===== src/rtl/updi_seq_pkg.sv =====
// Shared types for the UPDI instruction sequencer: FSM state encoding,
// instruction status codes and the default SYNCH character.
package updi_seq_pkg;

    typedef enum logic [2:0] {
        ST_IDLE     = 3'd0,
        ST_SYNCH    = 3'd1,
        ST_OPCODE   = 3'd2,
        ST_DATA     = 3'd3,
        ST_WAIT_ACK = 3'd4,
        ST_FINISH   = 3'd5
    } state_t;

    typedef enum logic [1:0] {
        ERR_NONE    = 2'd0,
        ERR_TIMEOUT = 2'd1,
        ERR_ABORTED = 2'd2
    } err_t;

    localparam logic [7:0] SYNCH_BYTE_DEFAULT = 8'h55;

endpackage


===== src/rtl/updi_ack_timer.sv =====
// ACK wait timer: counts enabled cycles after a clear and flags the cycle in
// which the count sits at TERMINAL-1. Only built when UPDI_ACK_TIMEOUT_EN is set.
module updi_ack_timer #(
    parameter int TERMINAL = 4096
) (
    input  logic clk,
    input  logic rst,
    input  logic clear,
    input  logic enable,
    output logic expired
);

    localparam int CW = $clog2(TERMINAL) + 1;
    localparam logic [CW-1:0] LAST_COUNT = CW'(TERMINAL - 1);
    localparam logic [CW-1:0] COUNT_ONE  = CW'(1);

    logic [CW-1:0] count_r;

    // Cycle counter: cleared outside the wait, saturates at the terminal count
    always_ff @(posedge clk) begin
        if (!rst) begin
            count_r <= {CW{1'b0}};
        end else if (clear) begin
            count_r <= {CW{1'b0}};
        end else if (enable && (count_r != LAST_COUNT)) begin
            count_r <= count_r + COUNT_ONE;
        end else begin
            count_r <= count_r;
        end
    end

    assign expired = enable && (count_r == LAST_COUNT);

endmodule


===== src/rtl/updi_instruction_sequencer.sv =====
// UPDI instruction sequencer: pushes optional SYNCH, opcode and payload bytes
// into the PHY TX FIFO, stalling on FIFO full and on per-byte ACK requests.
// Supports abort, a done pulse and a status code for the last instruction.
// Optional build macro UPDI_ACK_TIMEOUT_EN enables the ACK wait timeout.
module updi_instruction_sequencer
    import updi_seq_pkg::*;
#(
    parameter int         MAX_DATA_SIZE      = 16,
    parameter int         DATA_ADDR_BITS     = $clog2(MAX_DATA_SIZE),
    parameter logic [7:0] SYNCH_BYTE         = SYNCH_BYTE_DEFAULT,
    parameter int         ACK_TIMEOUT_CYCLES = 4096
) (
    input  logic                          clk,
    input  logic                          rst,
    input  logic                          start,
    input  logic                          send_synch,
    input  logic [7:0]                    opcode,
    input  logic [MAX_DATA_SIZE-1:0][7:0] data,
    input  logic [DATA_ADDR_BITS:0]       data_len,
    input  logic [MAX_DATA_SIZE-1:0]      wait_ack_after,
    input  logic                          abort,
    input  logic                          ack_received,
    output logic                          ready,
    output logic                          waiting_for_ack,
    output logic                          done,
    output logic [1:0]                    error_code,
    output logic [7:0]                    fifo_data,
    output logic                          fifo_wr_en,
    input  logic                          fifo_full
);

    localparam int LEN_W = DATA_ADDR_BITS + 1;
    localparam logic [LEN_W-1:0]          MAX_LEN = LEN_W'(MAX_DATA_SIZE);
    localparam logic [LEN_W-1:0]          LEN_ONE = LEN_W'(1);
    localparam logic [DATA_ADDR_BITS-1:0] IDX_ONE = DATA_ADDR_BITS'(1);

    state_t                          state_r;
    state_t                          state_nxt_s;
    err_t                            err_r;
    err_t                            err_nxt_s;
    logic [7:0]                      opcode_r;
    logic [MAX_DATA_SIZE-1:0][7:0]   data_r;
    logic [MAX_DATA_SIZE-1:0]        wait_ack_r;
    logic [LEN_W-1:0]                len_r;
    logic [LEN_W-1:0]                len_clamped_s;
    logic [DATA_ADDR_BITS-1:0]       idx_r;
    logic                            ready_r;
    logic                            waiting_r;
    logic                            done_r;
    logic                            abort_s;
    logic                            write_s;
    logic                            last_s;
    logic                            inc_idx_s;
    logic                            expired_s;

`ifdef UPDI_ACK_TIMEOUT_EN
    updi_ack_timer #(
        .TERMINAL (ACK_TIMEOUT_CYCLES)
    ) u_ack_timer (
        .clk     (clk),
        .rst     (rst),
        .clear   (state_r != ST_WAIT_ACK),
        .enable  (state_r == ST_WAIT_ACK),
        .expired (expired_s)
    );
`else
    // Without the timer the wait never expires; the parameter stays for a
    // uniform interface across builds.
    assign expired_s = (ACK_TIMEOUT_CYCLES < 32'sd0);
`endif

    // Per-cycle qualifiers: abort reach, byte write, last-byte and length clamp.
    // FINISH already completes the instruction, so abort there has no effect.
    always_comb begin
        abort_s       = abort && (state_r inside {ST_SYNCH, ST_OPCODE, ST_DATA, ST_WAIT_ACK});
        write_s       = rst && !fifo_full && !abort
                        && (state_r inside {ST_SYNCH, ST_OPCODE, ST_DATA});
        last_s        = (({1'b0, idx_r}) + LEN_ONE) == len_r;
        len_clamped_s = (data_len > MAX_LEN) ? MAX_LEN : data_len;
    end

    // Byte presented to the TX FIFO in the write states
    always_comb begin
        fifo_data = 8'h00;
        case (state_r)
            ST_SYNCH:  fifo_data = SYNCH_BYTE;
            ST_OPCODE: fifo_data = opcode_r;
            ST_DATA:   fifo_data = data_r[idx_r];
            default:   fifo_data = 8'h00;
        endcase
    end

    // Next state, next status and payload-index advance
    always_comb begin
        state_nxt_s = state_r;
        err_nxt_s   = err_r;
        inc_idx_s   = 1'b0;
        case (state_r)
            ST_IDLE: begin
                if (start) begin
                    state_nxt_s = send_synch ? ST_SYNCH : ST_OPCODE;
                    err_nxt_s   = ERR_NONE;
                end else begin
                    state_nxt_s = ST_IDLE;
                end
            end
            ST_SYNCH: begin
                if (abort_s) begin
                    state_nxt_s = ST_FINISH;
                    err_nxt_s   = ERR_ABORTED;
                end else if (write_s) begin
                    state_nxt_s = ST_OPCODE;
                end else begin
                    state_nxt_s = ST_SYNCH;
                end
            end
            ST_OPCODE: begin
                if (abort_s) begin
                    state_nxt_s = ST_FINISH;
                    err_nxt_s   = ERR_ABORTED;
                end else if (write_s) begin
                    state_nxt_s = (len_r != {LEN_W{1'b0}}) ? ST_DATA : ST_FINISH;
                end else begin
                    state_nxt_s = ST_OPCODE;
                end
            end
            ST_DATA: begin
                if (abort_s) begin
                    state_nxt_s = ST_FINISH;
                    err_nxt_s   = ERR_ABORTED;
                end else if (write_s) begin
                    if (wait_ack_r[idx_r]) begin
                        state_nxt_s = ST_WAIT_ACK;
                    end else if (last_s) begin
                        state_nxt_s = ST_FINISH;
                    end else begin
                        state_nxt_s = ST_DATA;
                        inc_idx_s   = 1'b1;
                    end
                end else begin
                    state_nxt_s = ST_DATA;
                end
            end
            ST_WAIT_ACK: begin
                if (abort_s) begin
                    state_nxt_s = ST_FINISH;
                    err_nxt_s   = ERR_ABORTED;
                end else if (ack_received) begin
                    if (last_s) begin
                        state_nxt_s = ST_FINISH;
                    end else begin
                        state_nxt_s = ST_DATA;
                        inc_idx_s   = 1'b1;
                    end
                end else if (expired_s) begin
                    state_nxt_s = ST_FINISH;
                    err_nxt_s   = ERR_TIMEOUT;
                end else begin
                    state_nxt_s = ST_WAIT_ACK;
                end
            end
            ST_FINISH: begin
                state_nxt_s = ST_IDLE;
            end
            default: begin
                state_nxt_s = ST_IDLE;
            end
        endcase
    end

    // FSM state, latched instruction and registered status outputs
    always_ff @(posedge clk) begin
        if (!rst) begin
            state_r    <= ST_IDLE;
            err_r      <= ERR_NONE;
            idx_r      <= {DATA_ADDR_BITS{1'b0}};
            ready_r    <= 1'b1;
            waiting_r  <= 1'b0;
            done_r     <= 1'b0;
            opcode_r   <= 8'h00;
            data_r     <= {(MAX_DATA_SIZE*8){1'b0}};
            wait_ack_r <= {MAX_DATA_SIZE{1'b0}};
            len_r      <= {LEN_W{1'b0}};
        end else begin
            state_r   <= state_nxt_s;
            err_r     <= err_nxt_s;
            ready_r   <= (state_nxt_s == ST_IDLE);
            waiting_r <= (state_nxt_s == ST_WAIT_ACK);
            done_r    <= (state_nxt_s == ST_FINISH);
            if ((state_r == ST_IDLE) && start) begin
                opcode_r   <= opcode;
                data_r     <= data;
                wait_ack_r <= wait_ack_after;
                len_r      <= len_clamped_s;
                idx_r      <= {DATA_ADDR_BITS{1'b0}};
            end else if (inc_idx_s) begin
                idx_r <= idx_r + IDX_ONE;
            end else begin
                idx_r <= idx_r;
            end
        end
    end

    assign ready           = ready_r;
    assign waiting_for_ack = waiting_r;
    assign done            = done_r;
    assign error_code      = err_r;
    assign fifo_wr_en      = write_s;

endmodule


===== config.mk =====
export PLATFORM = sky130hd
export DESIGN_NAME = updi_instruction_sequencer
export DESIGN_NICKNAME = d
export VERILOG_FILES = /design/src/rtl/updi_seq_pkg.sv /design/src/rtl/updi_ack_timer.sv /design/src/rtl/updi_instruction_sequencer.sv
export SDC_FILE = /design/constraint.sdc
export NUM_CORES = 1
export LEC_CHECK = 0
export CAP_MARGIN = 15
export CORE_AREA = 2 2 161 100
export DETAILED_ROUTE_END_ITERATION = 8
export DIE_AREA = 0 0 163 102
export PLACE_DENSITY = 0.85
export RECOVER_POWER = 25
export SLEW_MARGIN = 20
export SYNTH_ARGS = -nofsm -noshare
export SYNTH_HDL_FRONTEND = slang
export SYNTH_SLANG_ARGS = --single-unit

===== constraint.sdc =====
create_clock -name clk -period 8.7 [get_ports clk]
set_clock_uncertainty 0.15 [all_clocks]
set_input_delay 2.175 -clock clk [delete_from_list [all_inputs] [get_ports clk]]
set_output_delay 2.175 -clock clk [all_outputs]
set_load 0.005 [all_outputs]

Word-level counts from Yosys, hierarchy flattened --
Cells that the tools add are included.
Word-level totals: input port bits 164, RAM bits 0, memory bits (read-only) 0, output and inout port bits 14, logic and storage cells 85, memories kept 0, latch bits 0, register bits after elaboration 169
Operators by class: multiply operators 0, magnitude comparators 2, $add $sub $neg 2, div/mod/pow operators 0, eq/ne operators 9, bitwise operators 1, reductions and logical operators 16, muxes and demuxes 30, shifts and indexed selects 0
Operator list (number):
- $bmux 8 s4 | 1
- $mux 3 | 10
- $pmux 8 s3 | 1
- $pmux 3 s5 | 1
- $mux 2 | 5
- $eq 3x3->1 const B | 3
- $mux 8 | 1
- $mux 1 | 7
- $eq 3x2->1 const B | 2
- $logic_not 3->1 | 2
- $add 4x1->5 const B | 1
- $eq 5x5->1 | 1
- $gt 5x5->1 const B | 1
- $logic_and 1x1->1 | 5
- $lt 4x5->1 const B | 1
- $mux 5 | 1
- $reduce_bool 5->1 | 1
- $add 4x1->4 const B | 1
- $bmux 1 s4 | 1
- $pmux 2 s2 | 1
- $reduce_bool 4->1 | 1
- $reduce_or 4->1 | 1
- $eq 3x1->1 const B | 1
- $reduce_and 3->1 | 1
- 8 further kinds | 9

Logic depth before layout (Yosys ltp) --
depth in word-level cells 8, gate-level depth with buffers 8, mapped depth without buffers 7

Worst setup path before layout --
OpenSTA, ideal clock, no wires.
kind input to output, from in rst, to out fifo_wr_en, path buffers 1, arrival 3.017 ns, path slack 3.358 ns, required time 6.375 ns, stages on the path 3, cells stage by stage buf_2 or4b_1 nor2_1
On the way: longest elaborated chain between the ends 3
RTL lines:
- start: declaration | RTL line updi_instruction_sequencer.sv:14 | input logic rst,
- $logic_and 1x1->1 (2 in series) | RTL line updi_instruction_sequencer.sv:76 | write_s = rst && !fifo_full && !abort
- $logic_and 1x1->1 | RTL line updi_instruction_sequencer.sv:77 | && (state_r inside {ST_SYNCH, ST_OPCODE, ST_DATA});
- end: declaration | RTL line updi_instruction_sequencer.sv:28 | output logic fifo_wr_en,
No other way between the ends.

Worst setup path in the final report --
from in abort, to out fifo_wr_en
On the way: longest elaborated chain between the ends 3
RTL lines:
- start: declaration | RTL line updi_instruction_sequencer.sv:21 | input logic abort,
- $logic_not 1->1 | RTL line updi_instruction_sequencer.sv:76
- $logic_and 1x1->1 | RTL line updi_instruction_sequencer.sv:76
- $logic_and 1x1->1 | RTL line updi_instruction_sequencer.sv:77
No other way between the ends.

==> run metrics <==
outcome=complete, no violations; I/O pin cnt=178; Unique masters post-synth=54; Max Cap Viol=0; routed vias/inst=5.52; hold_buf cts=0; Slew HR=0.281; grt total ovfl=0; register area=3370 µm²; Max stage delay cell, worst path=or4b_1; detailed-placement wirelength estimate=14.7 mm; RSZ-0062 raised after global routing=false; maximum clock frequency=152 MHz; worst path arrival time=4.26 ns; vias in the first global route=6241; share of cells above drive strength 1=0.0889; largest area contributor in the netlist=dfxtp_1; Largest stage delay, worst path=0.63 ns; fillers=1264; number of nets with antenna violations after routing=0; post-route setup slack=2.12 ns; PnR Total Power=2.51 mW; routed wire length=21.2 mm; post-synthesis sequential area ratio=0.454; Crit Path Category=input pin to output pin; H-tree depth=4; crit path launch type=input pin; Synth Flop Type=dfxtp_1; ANT cells=0; placement row count=35; worst slew pin tran=1.08 ns; Post-synth EDFFs=0; Syn Area/Cell=8.51 µm²; Core Area=15100 µm²; Worst path most repeated cell=clkdlybuf4s50_1; share of the core filled with cells=0.648; global-route total usage across every layer=0.257; fin crit period=6.58 ns; DRC=0; P per Cell Area=256 nW/µm²; worst-path cell chain=clkdlybuf4s50_1 -> or4b_1 -> nor2_1 -> clkdlybuf4s50_1; root buffer cell=clkbuf_16; Syn-to-layout area delta=32.1%; initial drt markers=682; initial antenna violation count=1; Synth warnings=0; global-route wire length before repair=32.9 mm; WL/cell=17.4 µm; crit share post-route=0.757; total negative slack=0 ns; Max Root-Sink Buffers=2; DR vias=6702; Setup crit end kind=output pin; worst-path maximum fanout=11; Leakage=3.53 nW; RR Startpoint=idx_r[0]$_SDFFE_PP0P_; Die Area=16600 µm²; CTS tree=done; starting density of the core=0.490; ys async rst share=0; hold path startpoint=data_r[94]$_SDFFE_PN0P_; top cell type's share of synthesized area=0.454; DIE HEIGHT=102 µm; Setup Buffers After CTS=0; post-cts resize count=0; GPL Wtd Cong=0.871; largest net degree at the start of global routing=108; Critical Path Source=abort; Die Wd=163 µm; Hold Vio Cnt, Final=0; Hold Path Class=register to register; Port-buffer cells=176; cell family with most CP delay=buffers and inverters; Bufs and invs on worst path=2; fin nets=1164; Post-Syn Instances=870; post-synthesis register bit count=168; pre-CTS WS=2.16 ns; clock buffer count from CTS=17; Synth area leaders=dfxtp_1 (45%), nand2_1 (16%), mux4_2 (13%); area of the multi-input gates=3760 µm²; Worst-Skew Late Latency=0.42 ns; Setup Viol. Count Final=0; syn_nets=1035; DRT Pass-1 Iters=7; Final Max Slew Viols=0; Clock Sinks=168; mapped cell area=7410 µm²; Reg clk slew, reported paths=0.06 ns; Peak supply drop=0.164 mV; critical path data required time=6.38 ns
-- layout by cell type (no fill, tap or decap), types with 3 or more instances in the layout --
master,instances
nand2_1,318
clkdlybuf4s50_1,171
a21oi_1,170
dfxtp_1,166
mux4_2,42
clkbuf_16,17
nor2_1,14
mux2i_1,6
nand3_1,6
o21ai_1,5
o21ai_0,5
dlygate4sd3_1,5
buf_4,5
nand3b_1,4
nor2b_1,4
clkinv_2,4
nand2b_1,3
xnor2_1,3
a211oi_1,3
inv_6,3
-- cell families (layout without fill, tap and decap cells) --
family,count (synthesis),in the layout,synth area share
DFF,168,168,0.454
and+or+nand+nor,365,365,0.199
buffers and inverters,73,215,0.0397
other,1,1,0.000506
xor gates and xnor gates,5,5,0.00591
adders and majority gates,1,1,0.00169
AOI/OAI and AO/OA,204,204,0.149
muxes,53,53,0.151
-- stage by stage --
| stage | cells | cell area (µm²) | hold slack (ns) |
|---|---|---|---|
| after floorplan | 870 | 7410 | 0.282 |
| final | 1215 | 9780 | 0.301 |
| after global placement | 1183 | 9190 | 0.289 |
| after CTS | 1215 | 9780 | 0.302 |
| after global routing | 1215 | 9780 | 0.315 |
| after detailed placement | 1183 | 9190 | 0.293 |
-- tightest hold or removal path, cell delays in order, from the launching register on --
cell and delay (ns):
dfxtp_1 0.31, nand2_1 0.05, a21oi_1 0.05
-- sequential cells by signal, indices dropped and copies added (netlist names) --
register / flops
data_r: 128
wait_ack_r: 16
opcode_r: 8
len_r: 5
idx_r: 4
state_r: 3
done: 1
error_code: 1
ready: 1
waiting_for_ack: 1
-- path summary, 6_finish.rpt --
kind                                   to  depth (start not counted)  slack, ns
setup / recovery               fifo_wr_en                          4       2.12
hold / removal    data_r[94]$_SDFFE_PN0P_                          2       0.30
setup reg to reg    idx_r[3]$_SDFFE_PP0P_                          7       5.19
hold reg to reg   data_r[94]$_SDFFE_PN0P_                          2       0.30
-- layer usage --
metal,vias up,track usage,part of all wire
li1,3225,-,-
met4,2,0.0585,0.0097
met1,3172,0.378,0.47
met2,280,0.387,0.43
met3,23,0.0609,0.089
met5,-,0,0.00066
-- Yosys cell counts (2+ instances only) --
cell type	number
a211o_1	2
and2_1	3
nor2_1	14
or3_1	2
buf_1	5
nor4_1	2
xnor2_1	3
nor3_1	2
o22a_1	2
nand2_1	319
nand3b_1	4
mux4_2	42
a31oi_1	2
o21ai_0	5
nor2b_1	4
a21o_1	2
o21ai_1	5
dfxtp_1	168
buf_2	7
a21oi_1	170
nand2b_1	3
mux4_1	2
clkbuf_1	57
a211oi_1	3
xor2_1	2
mux2i_4	2
nand3_1	6
mux2i_1	6
-- power by group --
part           switching [mW]  internal (mW)
Combinational           0.427          0.301
Sequential              0.102          0.921
Clock                   0.317          0.442
Total                   0.845           1.66
-- final cells by class --
cell class                      instances  area share
Multi-Input combinational cell        629       0.384
Timing Repair Buffer                  181       0.184
Sequential cell                       168       0.344
Inverter                                2     0.00102
Clock inverter                         13      0.0146
Clock buffer                           19      0.0463
Tap cell                              203      0.0260
Power figures use the tool's default switching activity.
